### src/rtl/cp0_unit_if.sv
// CP0 register-file bus: mfc0/mtc0 access, victim context and exception request.
interface cp0_unit_if;
  logic [4:0]  A1;
  logic [4:0]  A2;
  logic [31:0] DIn;
  logic        We;
  logic [31:0] PC;
  logic        BD;
  logic [4:0]  ExcCode;
  logic [5:0]  HWInt;
  logic        EXLClr;
  logic [31:0] DOut;
  logic [31:0] EPCOut;
  logic        IntReq;

  modport master (
    output A1, A2, DIn, We, PC, BD, ExcCode, HWInt, EXLClr,
    input  DOut, EPCOut, IntReq
  );

  modport slave (
    input  A1, A2, DIn, We, PC, BD, ExcCode, HWInt, EXLClr,
    output DOut, EPCOut, IntReq
  );
endinterface

### src/rtl/cp0_unit.sv
// MIPS CP0 subset: SR, Cause, EPC, PRId with interrupt/exception request logic.
// Optional Count/Compare timer is built when CP0_TIMER_EN is defined.
module cp0_unit (
  input logic       clk,
  input logic       reset,
  cp0_unit_if.slave bus
);
  localparam logic [4:0]  REG_COUNT   = 5'd9;
  localparam logic [4:0]  REG_COMPARE = 5'd11;
  localparam logic [4:0]  REG_SR      = 5'd12;
  localparam logic [4:0]  REG_CAUSE   = 5'd13;
  localparam logic [4:0]  REG_EPC     = 5'd14;
  localparam logic [4:0]  REG_PRID    = 5'd15;
  localparam logic [31:0] PRID_VALUE  = 32'h1805_0008;

  logic [5:0]  im_q, im_d;
  logic        exl_q, exl_d;
  logic        ie_q, ie_d;
  logic        bd_q, bd_d;
  logic [5:0]  ip_q, ip_d;
  logic [4:0]  exccode_q, exccode_d;
  logic [31:2] epc_q, epc_d;

  logic [5:0]  eff_int;
  logic        int_req;
  logic        exc_req;
  logic        take;
  logic        wr_ok;
  logic [31:0] dout;
  logic        pc_low_unused;

  // The victim PC is word-aligned by construction; EPC keeps only bits 31:2.
  assign pc_low_unused = ^bus.PC[1:0];

`ifdef CP0_TIMER_EN
  logic [31:0] count_q, count_d;
  logic [31:0] compare_q, compare_d;
  logic        tpend_q, tpend_d;

  assign eff_int = {bus.HWInt[5] | tpend_q, bus.HWInt[4:0]};
`else
  assign eff_int = bus.HWInt;
`endif

  assign int_req    = ie_q & ~exl_q & (|(eff_int & im_q));
  assign exc_req    = (bus.ExcCode != 5'd0) & ~exl_q;
  assign take       = int_req | exc_req;
  assign wr_ok      = bus.We & ~take;
  assign bus.IntReq = take;
  assign bus.EPCOut = {epc_q, 2'b00};

  always_comb begin
    im_d      = im_q;
    exl_d     = exl_q;
    ie_d      = ie_q;
    bd_d      = bd_q;
    ip_d      = eff_int;
    exccode_d = exccode_q;
    epc_d     = epc_q;
    if (take) begin
      exl_d     = 1'b1;
      epc_d     = bus.BD ? (bus.PC[31:2] - 30'd1) : bus.PC[31:2];
      bd_d      = bus.BD;
      exccode_d = int_req ? 5'd0 : bus.ExcCode;
    end else begin
      if (bus.EXLClr) exl_d = 1'b0;
      // A software write to EXL in the same cycle as eret wins.
      if (wr_ok) begin
        case (bus.A2)
          REG_SR: begin
            im_d  = bus.DIn[15:10];
            exl_d = bus.DIn[1];
            ie_d  = bus.DIn[0];
          end
          REG_EPC: epc_d = bus.DIn[31:2];
          default: ;
        endcase
      end
    end
  end

`ifdef CP0_TIMER_EN
  always_comb begin
    count_d   = count_q + 32'd1;
    compare_d = compare_q;
    tpend_d   = tpend_q | (count_q == compare_q);
    if (wr_ok) begin
      if (bus.A2 == REG_COUNT) count_d = bus.DIn;
      if (bus.A2 == REG_COMPARE) begin
        compare_d = bus.DIn;
        tpend_d   = 1'b0;
      end
    end
  end

  always_ff @(posedge clk) begin
    if (reset) begin
      count_q   <= '0;
      compare_q <= '0;
      tpend_q   <= 1'b0;
    end else begin
      count_q   <= count_d;
      compare_q <= compare_d;
      tpend_q   <= tpend_d;
    end
  end
`endif

  always_ff @(posedge clk) begin
    if (reset) begin
      im_q      <= '0;
      exl_q     <= 1'b0;
      ie_q      <= 1'b0;
      bd_q      <= 1'b0;
      ip_q      <= '0;
      exccode_q <= '0;
      epc_q     <= '0;
    end else begin
      im_q      <= im_d;
      exl_q     <= exl_d;
      ie_q      <= ie_d;
      bd_q      <= bd_d;
      ip_q      <= ip_d;
      exccode_q <= exccode_d;
      epc_q     <= epc_d;
    end
  end

  always_comb begin
    dout = '0;
    case (bus.A1)
      REG_SR:      dout = {16'd0, im_q, 8'd0, exl_q, ie_q};
      REG_CAUSE:   dout = {bd_q, 15'd0, ip_q, 3'd0, exccode_q, 2'd0};
      REG_EPC:     dout = {epc_q, 2'b00};
      REG_PRID:    dout = PRID_VALUE;
`ifdef CP0_TIMER_EN
      REG_COUNT:   dout = count_q;
      REG_COMPARE: dout = compare_q;
`endif
      default:     dout = '0;
    endcase
  end

  assign bus.DOut = dout;
endmodule

### src/flat_wrapper.sv
// flat-port wrapper written by rule: the top's interface ports become plain ports
module cp0_unit_flat 
  (clk, reset, bus_A1, bus_A2, bus_DIn, bus_We, bus_PC, bus_BD, bus_ExcCode, bus_HWInt, bus_EXLClr, bus_DOut, bus_EPCOut, bus_IntReq);
  cp0_unit_if bus_i ();
  input logic clk;
  input logic reset;
  input wire logic [$bits(bus_i.A1)-1:0] bus_A1;
  input wire logic [$bits(bus_i.A2)-1:0] bus_A2;
  input wire logic [$bits(bus_i.DIn)-1:0] bus_DIn;
  input wire logic [$bits(bus_i.We)-1:0] bus_We;
  input wire logic [$bits(bus_i.PC)-1:0] bus_PC;
  input wire logic [$bits(bus_i.BD)-1:0] bus_BD;
  input wire logic [$bits(bus_i.ExcCode)-1:0] bus_ExcCode;
  input wire logic [$bits(bus_i.HWInt)-1:0] bus_HWInt;
  input wire logic [$bits(bus_i.EXLClr)-1:0] bus_EXLClr;
  output wire logic [$bits(bus_i.DOut)-1:0] bus_DOut;
  output wire logic [$bits(bus_i.EPCOut)-1:0] bus_EPCOut;
  output wire logic [$bits(bus_i.IntReq)-1:0] bus_IntReq;
  assign bus_i.A1 = bus_A1;
  assign bus_i.A2 = bus_A2;
  assign bus_i.DIn = bus_DIn;
  assign bus_i.We = bus_We;
  assign bus_i.PC = bus_PC;
  assign bus_i.BD = bus_BD;
  assign bus_i.ExcCode = bus_ExcCode;
  assign bus_i.HWInt = bus_HWInt;
  assign bus_i.EXLClr = bus_EXLClr;
  assign bus_DOut = bus_i.DOut;
  assign bus_EPCOut = bus_i.EPCOut;
  assign bus_IntReq = bus_i.IntReq;
  cp0_unit u_core (.clk(clk), .reset(reset), .bus(bus_i));
endmodule
### config.mk
export PLATFORM = sky130hd
export DESIGN_NAME = cp0_unit_flat
export DESIGN_NICKNAME = d
export VERILOG_FILES = /design/src/rtl/cp0_unit_if.sv /design/src/rtl/cp0_unit.sv /design/src/flat_wrapper.sv
export SDC_FILE = /design/constraint.sdc
export NUM_CORES = 1
export LEC_CHECK = 0
export ABC_AREA = 1
export BUFFER_PORTS_ARGS = -buffer_cell sky130_fd_sc_hd__buf_2
export CORE_ASPECT_RATIO = 0.8
export CORE_UTILIZATION = 45
export CTS_CLUSTER_DIAMETER = 150
export DETAILED_ROUTE_END_ITERATION = 7
export PLACE_DENSITY = 0.77
export RECOVER_POWER = 100
export SLEW_MARGIN = 15
export SYNTH_ARGS = -nofsm -noshare
export SYNTH_HDL_FRONTEND = slang
export SYNTH_SLANG_ARGS = --single-unit
### constraint.sdc
create_clock -name clk -period 2.4 [get_ports clk]
set_clock_uncertainty 0.15 [all_clocks]
set_input_delay 0.72 -clock clk [delete_from_list [all_inputs] [get_ports clk]]
set_output_delay 0.72 -clock clk [all_outputs]
set_load 0.05 [all_outputs]
==> qor.json, run 1 <==
{
  "synth_top_flop_cell": "sky130_fd_sc_hd__dfxtp_1",
  "slowest_stage": "sky130_fd_sc_hd__buf_4",
  "number_of_endpoints_failing_setup_at_the_final_stage": 36,
  "die_h_um": 80.5,
  "grt_use_total_pct": 29.8,
  "report.power.total_mw": 2.33,
  "critical_path.reg2reg.startpoint": "u_core.im_q[3]$_SDFFE_PP0P_",
  "placeableCoreArea_um2": 7430,
  "place.detailed.instances": 831,
  "grt_overflow": 0,
  "timing.hold.worst.start": "u_core.epc_q[23]$_SDFFE_PP0P_",
  "share_of_async_settable_or_async_resettable_flops_after_synthesis_pct": 0,
  "timing.critical_path.required_ns": 1.53,
  "synth-seq-area-share_pct": 28.9,
  "insertedDiodeCount": 0,
  "ff2ff_setup_slack_ns": 0.05,
  "place.port_buffers": 150,
  "hold_path_class": "reg2reg",
  "synth_area_per_cell_um2": 6.02,
  "synth_simple_gate_area_share_pct": 39.2,
  "detailroute.via_count": 4450,
  "crit_path_frequent_cell": "sky130_fd_sc_hd__nand2_8",
  "yosys.area_share.adder_pct": 0.361,
  "synth.cells.most_frequent": "sky130_fd_sc_hd__nand2_1, sky130_fd_sc_hd__nor2_1, sky130_fd_sc_hd__inv_1",
  "peak_supply_drop_v": 0.000322,
  "cell_family_with_most_cp_delay": "buffers and inverters",
  "initial_utilization_pct": 46.6,
  "cts-root-buf": "sky130_fd_sc_hd__clkbuf_8",
  "violated_checks": "negative setup slack",
  "detailedPlacementHpwl_um": 9110,
  "initialDrtViolationCount": 229,
  "ctsHtreeMaxLevel": 2,
  "cts.path.max_buffers": 2,
  "complex_gate_fraction_of_the_synthesized_area_pct": 15.1,
  "worst_setup_path_start_kind": "input pin",
  "synth_area_um2": 3460,
  "worst-path-max-fanout": 7,
  "synth.most_common_cell": "sky130_fd_sc_hd__nand2_1",
  "syn_inst": 575,
  "route.detailed.drc": 0,
  "synth.ff_latch_count": 50,
  "drt.antenna.violating_nets": 0,
  "synth_top_cell_area_share_pct": 28.9,
  "worstRegToRegCells": 11,
  "grt_start_max_net_pins": 43,
  "antenna_violations_before_repair": 0,
  "finalCriticalPeriod_ns": 2.61,
  "buf_inv_on_cp": 4,
  "placementRows": 28,
  "run_status": "finished with violations",
  "cts.sink_count": 50,
  "power_leakage_nw": 2.49,
  "path_class": "in2out",
  "synthDistinctLibCells": 35,
  "clock_latency_ns": 0.31,
  "layoutNonFillerInstCount": 848,
  "synthMuxAreaShare_pct": 0,
  "cp.arrival_ns": 1.74,
  "fp.dieArea_um2": 8050,
  "die_w_um": 100,
  "synth.area.top_cells": "sky130_fd_sc_hd__dfxtp_1, sky130_fd_sc_hd__nand2_1, sky130_fd_sc_hd__nor2_1",
  "fin_ws_ns": -0.208,
  "finalHoldViolCount": 0,
  "path_cells": "buf_8, nand2_8, nor2_4, nand2_8, inv_4, buf_6, nand2_1, o211ai_1, buf_4",
  "grt_setup_unrepaired": "true",
  "p_per_area_nw_per_um2": 431,
  "period_share_pct": 109,
  "tightest_slew_ns": 1.01,
  "yosys.area_share.xor_xnor_pct": 4.30,
  "finalWeightedCongestion": 0.898,
  "min_delay_worst_endpoint": "u_core.epc_q[23]$_SDFFE_PP0P_",
  "endpoint_kind": "output port",
  "grt_pass1_wl_um": 18800,
  "nNetsFinal": 833,
  "final.setup.tns_ns": -3.96,
  "wl_um": 13500,
  "maxClockFrequency_mhz": 383,
  "cts_buffers": 5,
  "clk_pin_slew_ns": 0.10,
  "wl_per_cell_um": 15.9,
  "vias_per_cell": 5.25,
  "flow.area_growth_from_synthesis_pct": 55.9,
  "timing.rr.end": "u_core.epc_q[12]$_SDFFE_PP0P_",
  "synth_top_family_by_area": "simple AND/OR/NAND/NOR gates",
  "critical_path.startpoint": "bus_A1[3]",
  "number_of_top_level_pins": 155,
  "report.final.slew_viol_count": 0,
  "vias_in_the_first_global_route": 3935,
  "timing.hold.ws_ns": 0.339,
  "synth-warning-count": 0,
  "synth_edf_count": 0,
  "cp_slowest_stage_delay_ns": 0.24,
  "max-slew-margin-rel_pct": 33.0,
  "worst_hold_stages": 2,
  "post_route_cells_drive_above_1_share_pct": 33.2,
  "tritoncts": "done",
  "first_pass_iters": 5,
  "synth.largest_area_cell": "sky130_fd_sc_hd__dfxtp_1",
  "cap_violations": 0
}
==> power breakdown <==
group | total, mW | internal (mW) | switching (mW)
Combinational | 0.762 | 0.230 | 0.532
Sequential | 0.943 | 0.893 | 0.0498
Clock | 0.620 | 0.313 | 0.307
==> cells in the final DEF, fill, tap and decap left out, types with 19 or more instances in the layout <==
cell type,n
sky130_fd_sc_hd__a21oi_1,32
sky130_fd_sc_hd__buf_2,79
sky130_fd_sc_hd__buf_4,19
sky130_fd_sc_hd__buf_6,34
sky130_fd_sc_hd__clkbuf_1,31
sky130_fd_sc_hd__dfxtp_1,50
sky130_fd_sc_hd__inv_1,67
sky130_fd_sc_hd__nand2_1,129
sky130_fd_sc_hd__nand3_1,41
sky130_fd_sc_hd__nor2_1,66
sky130_fd_sc_hd__nor2_4,23
sky130_fd_sc_hd__o21ai_0,29
==> flip-flops by register name, summed over array words and instances, names as in the netlist <==
signal            cells
u_core.epc_q         30
u_core.bd_q           1
u_core.exl_q          1
u_core.im_q           6
u_core.exccode_q      5
u_core.ip_q           6
u_core.ie_q           1
==> layer usage <==
metal | up-vias | GRT usage [%] | routed length, um
met5 | - | 0 | 0
met3 | 33 | 4.96 | 1070
met4 | 0 | 4.64 | 242
li1 | 2156 | - | -
met2 | 247 | 53.4 | 6580
met1 | 2014 | 38.1 | 5570
==> worst max-delay path by stage <==
stage | end | cells past startpoint | slack (ns)
2_1_floorplan | bus_DOut[12] | 4 | -0.27
3_5_place_dp | bus_DOut[15] | 7 | -0.37
3_3_place_gp | bus_DOut[15] | 7 | -0.34
6_report | bus_DOut[14] | 9 | -0.21
5_1_grt | bus_DOut[14] | 9 | -0.24
4_1_cts | bus_DOut[14] | 9 | -0.13
==> cell type report <==
| type | count | area, um^2 |
|---|---|---|
| clock buffer | 5 | 68.8 |
| clock inverter | 3 | 43.8 |
| fill | 622 | 2030 |
| inverter | 75 | 287 |
| multi-input combinational | 425 | 2460 |
| sequential | 50 | 1000 |
| tap | 105 | 131 |
| timing repair buffer | 185 | 1410 |
==> timing repair <==
item / in CTS / in global routing
pin swaps: 5 / 16
resized for setup: 95 / 51
setup endpoints to repair: 33 / 33
gates cloned: 1 / 2
hold buffers: 0 / 0
setup buffers: 1 / 5
==> kinds of logic (layout without fill, tap and decap cells) <==
| group | Yosys count | after routing |
|---|---|---|
| simple gates | 314 | 314 |
| buf+inv | 101 | 268 |
| compound gates | 91 | 91 |
| flops | 50 | 50 |
| xor+xnor | 17 | 17 |
| fa+ha+maj | 1 | 1 |
| other cells | 1 | 2 |
==> metrics by stage <==
stage	utilization (%)	worst slack, ns	area (um^2)
5_1_grt	72.7	-0.238	5400
3_3_place_gp	63.3	-0.344	4700
3_5_place_dp	63.3	-0.374	4700
4_1_cts	69.4	-0.135	5150
2_1_floorplan	-	-0.265	3750
6_report	72.7	-0.208	5400
==> worst register-to-register path, stage by stage, from the launching register on <==
cell	delay, ns
sky130_fd_sc_hd__dfxtp_1	0.32
sky130_fd_sc_hd__inv_1	0.16
sky130_fd_sc_hd__o21ai_1	0.08
sky130_fd_sc_hd__nor2_1	0.12
sky130_fd_sc_hd__nand3_1	0.09
sky130_fd_sc_hd__nand2_1	0.10
sky130_fd_sc_hd__nand2_2	0.10
sky130_fd_sc_hd__clkbuf_2	0.51
sky130_fd_sc_hd__nor2_2	0.26
sky130_fd_sc_hd__buf_4	0.19
sky130_fd_sc_hd__nand2_1	0.07
sky130_fd_sc_hd__a21oi_1	0.14
No activity file was read; power rests on OpenSTA's default activity.
==> run 2, diff against run 1 <==
--- a/config.mk
+++ b/config.mk
@@ -8,10 +8,10 @@
 export ABC_AREA = 1
 export BUFFER_PORTS_ARGS = -buffer_cell sky130_fd_sc_hd__buf_2
 export CORE_ASPECT_RATIO = 0.8
-export CORE_UTILIZATION = 45
+export CORE_UTILIZATION = 47
 export CTS_CLUSTER_DIAMETER = 150
 export DETAILED_ROUTE_END_ITERATION = 7
-export PLACE_DENSITY = 0.77
+export PLACE_DENSITY = 0.8
 export RECOVER_POWER = 100
 export SLEW_MARGIN = 15
 export SYNTH_ARGS = -nofsm -noshare
==> constraint.sdc (replaced) <==
create_clock -name clk -period 2.4 [get_ports clk]
set_clock_uncertainty 0.15 [all_clocks]
set_input_delay 0.6 -clock clk [delete_from_list [all_inputs] [get_ports clk]]
set_output_delay 0.6 -clock clk [all_outputs]
set_load 0.05 [all_outputs]
==> run 2 against run 1 <==
Net effect: flip-flop and latch count is the same; largest cell class unchanged; power shrank 4.0%; the run ends with design-rule violations left; design area shrank 17%.
==> qor.json, run 2 (synthesis results as in run 1) <==
{
  "grt_start_max_net_pins": {"value": 43, "change": "unchanged"},
  "maxClockFrequency": {"value": 421, "unit": "MHz", "change": "+9.7%"},
  "detailroute.via_count": {"value": 4185, "change": "-6.0%"},
  "final.setup.tns": {"value": 0, "unit": "ns", "change": "+3.96 ns"},
  "route.detailed.drc": {"value": 14, "change": "+14"},
  "tightest_slew": {"value": 0.840, "unit": "ns", "change": "-0.165 ns"},
  "final_area": {"value": 4500, "unit": "um^2", "change": "-17%"},
  "worst-path-max-fanout": {"value": 10, "change": "+3"},
  "cts.sink_count": {"value": 50, "change": "unchanged"},
  "timing.critical_path.required": {"value": 1.65, "unit": "ns", "change": "+0.12 ns"},
  "number_of_endpoints_failing_setup_at_the_final_stage": {"value": 0, "change": "-100%"},
  "grt_overflow": {"value": 0, "change": "unchanged"},
  "first_pass_iters": {"value": 8, "change": "+3"},
  "p_per_area": {"value": 496, "unit": "nW/um^2", "change": "+15%"},
  "number_of_top_level_pins": {"value": 155, "change": "unchanged"},
  "vias_per_cell": {"value": 5.16, "change": "-1.7%"},
  "pre_cts_slack": {"value": -0.0953, "unit": "ns", "change": "+0.279 ns"},
  "run_status": "finished with violations",
  "vias_in_the_first_global_route": {"value": 3919, "change": "-0.41%"},
  "peak_supply_drop": {"value": 0.000354, "unit": "V", "change": "+10%"},
  "finalCriticalPeriod": {"value": 2.38, "unit": "ns", "change": "-0.230 ns"},
  "cts_hold_buffers_added": {"value": 0, "change": "unchanged"},
  "cts_buffers": {"value": 5, "change": "unchanged"},
  "period_share": {"value": 99.1, "unit": "%", "change": "-9.6 points"},
  "cp.arrival": {"value": 1.63, "unit": "ns", "change": "-0.11 ns"},
  "ctsHtreeMaxLevel": {"value": 2, "change": "unchanged"},
  "detailedPlacementHpwl": {"value": 9000, "unit": "um", "change": "-1.3%"},
  "area_after_dpl": {"value": 4400, "unit": "um^2", "change": "-6.4%"},
  "tritoncts": "done",
  "report.final.slew_viol_count": {"value": 0, "change": "unchanged"},
  "finalWeightedCongestion": {"value": 0.908, "change": "+1.0%"},
  "grt_pass1_wl": {"value": 18100, "unit": "um", "change": "-3.8%"},
  "clock_latency": {"value": 0.31, "unit": "ns", "change": "about the same"},
  "layoutNonFillerInstCount": {"value": 811, "change": "-4.4%"},
  "largest-register": "u_core.epc_q",
  "postCtsSetupRepairBufs": {"value": 0, "change": "-1"},
  "initial_utilization": {"value": 49.5, "unit": "%", "change": "+2.9 points"},
  "finalHoldViolCount": {"value": 0, "change": "unchanged"},
  "max-slew-margin-rel": {"value": 44.0, "unit": "%", "change": "+11 points"},
  "clk_pin_slew": {"value": 0.10, "unit": "ns", "change": "about the same"},
  "leading_cell_type_in_the_layout_fill_and_taps_excluded": "sky130_fd_sc_hd__nand2_1",
  "fin_ws": {"value": 0.0227, "unit": "ns", "change": "+0.230 ns"},
  "insertedDiodeCount": {"value": 0, "change": "unchanged"},
  "hold_path_class": "reg2reg",
  "top_regs": "u_core.epc_q x30, u_core.im_q x6, u_core.ip_q x6",
  "fillerInstances": {"value": 697, "change": "+12%"},
  "timing.hold.ws": {"value": 0.336, "unit": "ns", "change": "-0.00292 ns"},
  "flow.area_growth_from_synthesis_pct": 30.1,
  "flip_flop_count_of_the_largest_register_after_layout": {"value": 30, "change": "unchanged"},
  "power_leakage": {"value": 2.16, "unit": "nW", "change": "-13%"},
  "fp.dieArea": {"value": 7720, "unit": "um^2", "change": "-4.2%"},
  "report.power.total": {"value": 2.23, "unit": "mW", "change": "-4.0%"},
  "place.port_buffers": {"value": 150, "change": "unchanged"},
  "violated_checks": "design-rule violations",
  "placeableCoreArea": {"value": 6990, "unit": "um^2", "change": "-5.8%"},
  "place.detailed.instances": {"value": 803, "change": "-3.4%"},
  "final_util": {"value": 64.4, "unit": "%", "change": "-8.3 points"},
  "cts-root-buf": "sky130_fd_sc_hd__clkbuf_8",
  "wl_per_cell": {"value": 13.9, "unit": "um", "change": "-12%"},
  "post_route_cells_drive_above_1_share": {"value": 25.7, "unit": "%", "change": "-7.6 points"},
  "antenna_violations_before_repair": {"value": 0, "change": "unchanged"},
  "cap_violations": {"value": 0, "change": "unchanged"},
  "seq_area": {"value": 1000, "unit": "um^2", "change": "unchanged"},
  "multiInputGateArea": {"value": 2100, "unit": "um^2", "change": "-15%"},
  "wl": {"value": 11300, "unit": "um", "change": "-16%"},
  "placementRows": {"value": 27, "change": "-3.6%"},
  "endpoint_kind": "output port",
  "path_class": "in2out",
  "ff2ff_setup_slack": {"value": 0.28, "unit": "ns", "change": "+0.23 ns"},
  "die_w": {"value": 98.0, "unit": "um", "change": "-2.1%"},
  "nNetsFinal": {"value": 814, "change": "-2.3%"},
  "grt_use_total": {"value": 29.1, "unit": "%", "change": "-0.64 points"},
  "worst_setup_path_start_kind": "input pin",
  "initialDrtViolationCount": {"value": 244, "change": "+6.6%"},
  "cts.path.max_buffers": {"value": 2, "change": "unchanged"},
  "die_h": {"value": 78.8, "unit": "um", "change": "-2.1%"},
  "drt.antenna.violating_nets": {"value": 0, "change": "unchanged"},
  "leading_cell_types_in_the_layout_fill_and_taps_excluded": "sky130_fd_sc_hd__nand2_1, sky130_fd_sc_hd__buf_2, sky130_fd_sc_hd__nor2_1, sky130_fd_sc_hd__inv_1, sky130_fd_sc_hd__dfxtp_1"
}
-- run 2: changes by cell type in the layout (fill, tap and decap cells not counted), moves of 9 or more --
cell / previous run / this run
sky130_fd_sc_hd__clkbuf_2: 2 / 17
sky130_fd_sc_hd__buf_2: 79 / 92
sky130_fd_sc_hd__nor2_4: 23 / 5
sky130_fd_sc_hd__buf_6: 34 / 1
sky130_fd_sc_hd__nor2_1: 66 / 78
sky130_fd_sc_hd__nand2_1: 129 / 147
sky130_fd_sc_hd__buf_8: 12 / 0
sky130_fd_sc_hd__nand2_2: 15 / 6
-- run 2: worst max-delay path: stages --
cell	delay (ns)
sky130_fd_sc_hd__buf_2	0.10
sky130_fd_sc_hd__nand2_4	0.06
sky130_fd_sc_hd__nor2_2	0.12
sky130_fd_sc_hd__nand2_2	0.11
sky130_fd_sc_hd__buf_4	0.20
sky130_fd_sc_hd__o21ai_1	0.14
sky130_fd_sc_hd__clkbuf_2	0.30
-- run 2: worst paths after layout --
check / from / endpoint / cells past startpoint
setup / recovery: bus_A1[3] / bus_DOut[18] / 7
hold / removal: u_core.epc_q[27]$_SDFFE_PP0P_ / u_core.epc_q[27]$_SDFFE_PP0P_ / 2
setup reg to reg: u_core.im_q[3]$_SDFFE_PP0P_ / u_core.im_q[0]$_SDFFE_PP0P_ / 10
hold reg to reg: u_core.epc_q[27]$_SDFFE_PP0P_ / u_core.epc_q[27]$_SDFFE_PP0P_ / 2
-- run 2: layer usage --
layer | wire (um) | global-route usage (%)
met1 | 4980 | 36.9
met2 | 5210 | 51.4
met3 | 924 | 5.28
met4 | 167 | 6.67
met5 | 0 | 0
-- run 2: what timing repair did --
action | CTS | global route
resized for setup | 11 | 14
pin swaps | 0 | 0
endpoints found under the setup margin | 17 | 25
-- run 2: layout make-up --
type	instances	area share (%)
clock buffers	5	1.53
clock inverters	3	1.08
flip-flops and latches	50	22.2
repair buffers	166	19.9
well taps	87	2.42
inverters	75	6.25
multi-input cells	425	46.6
-- run 2: where the power goes --
| part | switching (mW) | total (mW) | leakage [nW] | internal (mW) |
|---|---|---|---|---|
| registers | 0.0395 | 0.933 | 0.414 | 0.893 |
| logic | 0.481 | 0.671 | 1.69 | 0.189 |
| clock network | 0.312 | 0.630 | 0.0563 | 0.318 |
==> run 3, diff against run 2 <==
--- a/config.mk
+++ b/config.mk
@@ -5,13 +5,12 @@
 export SDC_FILE = /design/constraint.sdc
 export NUM_CORES = 1
 export LEC_CHECK = 0
-export ABC_AREA = 1
 export BUFFER_PORTS_ARGS = -buffer_cell sky130_fd_sc_hd__buf_2
 export CORE_ASPECT_RATIO = 0.8
 export CORE_UTILIZATION = 47
 export CTS_CLUSTER_DIAMETER = 150
 export DETAILED_ROUTE_END_ITERATION = 7
-export PLACE_DENSITY = 0.8
+export PLACE_DENSITY = 0.79
 export RECOVER_POWER = 100
 export SLEW_MARGIN = 15
 export SYNTH_ARGS = -nofsm -noshare
==> run 3 against run 2 <==
Net effect: the flow finishes with violations (negative setup slack); global-route usage grew 0.23 points; flip-flop and latch count is the same; worst setup slack lost 0.058 ns; register-to-register slack lost 0.02 ns; sequential share of layout area shrank 2.2 points; via count grew 2.8%; first-iteration DRC count grew 58%; design area grew 11%; largest power group unchanged.
==> qor.json, run 3 <==
{
  "run_status": "finished with violations",
  "violated_checks": "negative setup slack",
  "syn_inst": {"value": 438, "change": "-24%"},
  "grt_setup_unrepaired": "true",
  "synthDistinctLibCells": {"value": 54, "change": "+54%"},
  "synth.ff_latch_count": {"value": 50, "change": "unchanged"},
  "drt.antenna.violating_nets": {"value": 0, "change": "unchanged"},
  "place.detailed.instances": {"value": 713, "change": "-11%"},
  "tightest_slew": {"value": 1.27, "unit": "ns", "change": "+0.426 ns"},
  "largest-register": "u_core.epc_q",
  "synth-seq-area-share": {"value": 28.0, "unit": "%", "change": "-0.87 points"},
  "grt_overflow": {"value": 0, "change": "unchanged"},
  "power.share.switching": {"value": 37.3, "unit": "%", "change": "about the same"},
  "p_per_area": {"value": 444, "unit": "nW/um^2", "change": "-10%"},
  "layoutNonFillerInstCount": {"value": 722, "change": "-11%"},
  "period_share": {"value": 101, "unit": "%", "change": "+2.4 points"},
  "clk_pin_slew": {"value": 0.09, "unit": "ns", "change": "about the same"},
  "initialDrtViolationCount": {"value": 385, "change": "+58%"},
  "cts_buffers": {"value": 5, "change": "unchanged"},
  "die_h": {"value": 80.0, "unit": "um", "change": "+1.5%"},
  "cell_internal_pwr": {"value": 1.39, "unit": "mW", "change": "-0.71%"},
  "wl_per_cell": {"value": 16.9, "unit": "um", "change": "+21%"},
  "nNetsFinal": {"value": 707, "change": "-13%"},
  "place.port_buffers": {"value": 150, "change": "unchanged"},
  "leading_cell_type_in_the_layout_fill_and_taps_excluded": "sky130_fd_sc_hd__buf_2",
  "finalHoldViolCount": {"value": 0, "change": "unchanged"},
  "report.final.slew_viol_count": {"value": 0, "change": "unchanged"},
  "insertedDiodeCount": {"value": 0, "change": "unchanged"},
  "power.net_switching": {"value": 0.828, "unit": "mW", "change": "-0.62%"},
  "synth_edf_count": {"value": 0, "change": "unchanged"},
  "worst-path-max-fanout": {"value": 2, "change": "-8"},
  "fin_ws": {"value": -0.0355, "unit": "ns", "change": "-0.0583 ns"},
  "synth_top_cell_area_share": {"value": 28.0, "unit": "%", "change": "-0.87 points"},
  "synth_area_per_cell": {"value": 8.15, "unit": "um^2", "change": "+35%"},
  "path_class": "in2out",
  "endpoint_kind": "output port",
  "finalWeightedCongestion": {"value": 0.886, "change": "-2.4%"},
  "report.power.total": {"value": 2.22, "unit": "mW", "change": "-0.67%"},
  "synth_area": {"value": 3570, "unit": "um^2", "change": "+3.1%"},
  "flow.area_growth_from_synthesis_pct": 39.9,
  "p_comb_share": {"value": 33.5, "unit": "%", "change": "+3.5 points"},
  "synth.cells.most_frequent": "sky130_fd_sc_hd__dfxtp_1, sky130_fd_sc_hd__clkbuf_1, sky130_fd_sc_hd__nor2_1",
  "timing.critical_path.required": {"value": 1.65, "unit": "ns", "change": "about the same"},
  "seq_power_share": {"value": 42.8, "unit": "%", "change": "+1.0 points"},
  "cts.sink_count": {"value": 50, "change": "unchanged"},
  "maxClockFrequency": {"value": 411, "unit": "MHz", "change": "-2.4%"},
  "cts-root-buf": "sky130_fd_sc_hd__clkbuf_8",
  "number_of_top_level_pins": {"value": 155, "change": "unchanged"},
  "top_regs": "u_core.epc_q x30, u_core.im_q x6, u_core.ip_q x6",
  "hold_path_class": "reg2reg",
  "ctsHtreeMaxLevel": {"value": 2, "change": "unchanged"},
  "cap_violations": {"value": 0, "change": "unchanged"},
  "power_frac_clock": {"value": 23.6, "unit": "%", "change": "-4.6 points"},
  "worst_setup_path_start_kind": "input pin",
  "power_leakage": {"value": 1.97, "unit": "nW", "change": "-9.1%"},
  "cp.arrival": {"value": 1.69, "unit": "ns", "change": "+0.06 ns"},
  "first_pass_iters": {"value": 5, "change": "-3"},
  "route.detailed.drc": {"value": 0, "change": "-14"},
  "vias_per_cell": {"value": 5.96, "change": "+15%"},
  "fp.dieArea": {"value": 7950, "unit": "um^2", "change": "+3.0%"},
  "grt_use_total": {"value": 29.3, "unit": "%", "change": "+0.23 points"},
  "wl": {"value": 12200, "unit": "um", "change": "+8.0%"},
  "die_w": {"value": 99.5, "unit": "um", "change": "+1.5%"},
  "detailroute.via_count": {"value": 4301, "change": "+2.8%"},
  "synth.area.top_cells": "sky130_fd_sc_hd__dfxtp_1, sky130_fd_sc_hd__mux2i_1, sky130_fd_sc_hd__nor4b_1",
  "antenna_violations_before_repair": {"value": 0, "change": "unchanged"},
  "grt_pass1_wl": {"value": 18600, "unit": "um", "change": "+2.8%"},
  "tritoncts": "done",
  "peak_supply_drop": {"value": 0.000246, "unit": "V", "change": "-30%"},
  "clock_latency": {"value": 0.31, "unit": "ns", "change": "about the same"},
  "synth_top_flop_cell": "sky130_fd_sc_hd__dfxtp_1",
  "flip_flop_count_of_the_largest_register_after_layout": {"value": 30, "change": "unchanged"},
  "detailedPlacementHpwl": {"value": 9190, "unit": "um", "change": "+2.1%"},
  "cts.path.max_buffers": {"value": 2, "change": "unchanged"},
  "number_of_endpoints_failing_setup_at_the_final_stage": {"value": 1, "change": "+1"},
  "placeableCoreArea": {"value": 7390, "unit": "um^2", "change": "+5.7%"},
  "leading_cell_types_in_the_layout_fill_and_taps_excluded": "sky130_fd_sc_hd__buf_2, sky130_fd_sc_hd__buf_4, sky130_fd_sc_hd__dfxtp_1, sky130_fd_sc_hd__clkbuf_1",
  "synth.largest_area_cell": "sky130_fd_sc_hd__dfxtp_1",
  "placementRows": {"value": 28, "change": "+3.7%"},
  "vias_in_the_first_global_route": {"value": 3777, "change": "-3.6%"},
  "synth-warning-count": {"value": 0, "change": "unchanged"},
  "initial_utilization": {"value": 48.3, "unit": "%", "change": "-1.2 points"},
  "max-slew-margin-rel": {"value": 15.6, "unit": "%", "change": "-28 points"},
  "post_route_cells_drive_above_1_share": {"value": 39.1, "unit": "%", "change": "+13 points"},
  "finalCriticalPeriod": {"value": 2.44, "unit": "ns", "change": "+0.0583 ns"},
  "synth.most_common_cell": "sky130_fd_sc_hd__dfxtp_1",
  "grt_start_max_net_pins": {"value": 34, "change": "-21%"},
  "share_of_async_settable_or_async_resettable_flops_after_synthesis": {"value": 0, "unit": "%", "change": "unchanged"}
}
[run 3: changes by cell type in the layout (fill, tap and decap cells not counted), moves of 19 or more]
cell / before / now
sky130_fd_sc_hd__o31a_1: 0 / 23
sky130_fd_sc_hd__nor2_1: 78 / 22
sky130_fd_sc_hd__o21ai_0: 31 / 4
sky130_fd_sc_hd__mux2i_1: 0 / 21
sky130_fd_sc_hd__buf_4: 16 / 78
sky130_fd_sc_hd__nand2_1: 147 / 18
sky130_fd_sc_hd__inv_1: 69 / 7
sky130_fd_sc_hd__nand3_1: 42 / 7
sky130_fd_sc_hd__a21oi_1: 32 / 13
sky130_fd_sc_hd__nor4b_1: 0 / 23
[run 3: path summary, 6_finish.rpt]
| kind | start | endpoint | slack (ns) | cells past startpoint |
|---|---|---|---|---|
| worst max-delay path | bus_HWInt[4] | bus_IntReq | -0.04 | 6 |
| worst min-delay path | u_core.im_q[3]$_SDFFE_PP0P_ | u_core.im_q[3]$_SDFFE_PP0P_ | 0.33 | 2 |
| worst max register to register | u_core.im_q[3]$_SDFFE_PP0P_ | u_core.exccode_q[4]$_SDFFE_PP0N_ | 0.26 | 5 |
| worst min register to register | u_core.im_q[3]$_SDFFE_PP0P_ | u_core.im_q[3]$_SDFFE_PP0P_ | 0.33 | 2 |
[run 3: layout make-up]
cell class	instances	area, um^2
Multi-Input combinational cell	336	2460
Inverter	9	33.8
Timing Repair Buffer	214	1270
Tap cell	105	131
Sequential cell	50	1000
Clock inverter	1	5.00
Clock buffer	7	86.3
Fill cell	642	2400
[run 3: critical path: stages]
cell and delay [ns]:
sky130_fd_sc_hd__buf_2 0.11, sky130_fd_sc_hd__a22o_1 0.20, sky130_fd_sc_hd__o311a_1 0.42, sky130_fd_sc_hd__nor2_4 0.14, sky130_fd_sc_hd__inv_2 0.06, sky130_fd_sc_hd__buf_8 0.15
[run 3: power groups by stage]
stage | Sequential (mW) | Combinational [mW] | Clock (mW)
floorplan | 1.11 | 0.318 | 0
global placement | 0.961 | 0.720 | 0
detailed placement | 0.965 | 0.734 | 0
CTS | 0.946 | 0.741 | 0.524
global route | 0.956 | 0.790 | 0.554
finish | 0.950 | 0.744 | 0.524
[run 3: stage by stage]
stage | instance area (um^2) | TNS [ns] | setup WS, ns | utilization [%] | hold slack, ns
after detailed placement | 4820 | -4.92 | -0.288 | 65.3 | 0.323
after global routing | 4990 | -0.0790 | -0.0606 | 67.6 | 0.348
after global placement | 4820 | -3.94 | -0.248 | 65.3 | 0.314
after CTS | 4960 | -0.0311 | -0.0311 | 67.1 | 0.335
after floorplan | 3700 | -2.81 | -0.213 | - | 0.297
final | 4990 | -0.0355 | -0.0355 | 67.6 | 0.332
[run 3: metal layers]
metal | global-route usage (%) | wire (um) | vias up
met5 | 0 | 0 | -
met4 | 7.06 | 164 | 0
met3 | 6.04 | 882 | 18
met2 | 47.4 | 5570 | 210
met1 | 40.0 | 5570 | 2009
li1 | - | - | 2064
[run 3: kinds of logic after synthesis]
family                   synth area share [%]
XOR/XNOR                                 2.21
other                                   0.105
multiplexers                             5.89
AND/OR/NAND/NOR                          31.4
buffers and inverters                    5.85
flip-flops                               28.0
adder cells (fa/ha/maj)                 0.350
AO/OA/AOI/OAI                            26.2
[run 3: what timing repair did]
action	4_1_cts	5_1_grt
pin swaps	3	4
endpoints found under the setup margin	15	25
gates resized for setup	17	28
hold endpoints to repair	0	0
hold buffers	0	0
setup buffers	0	1
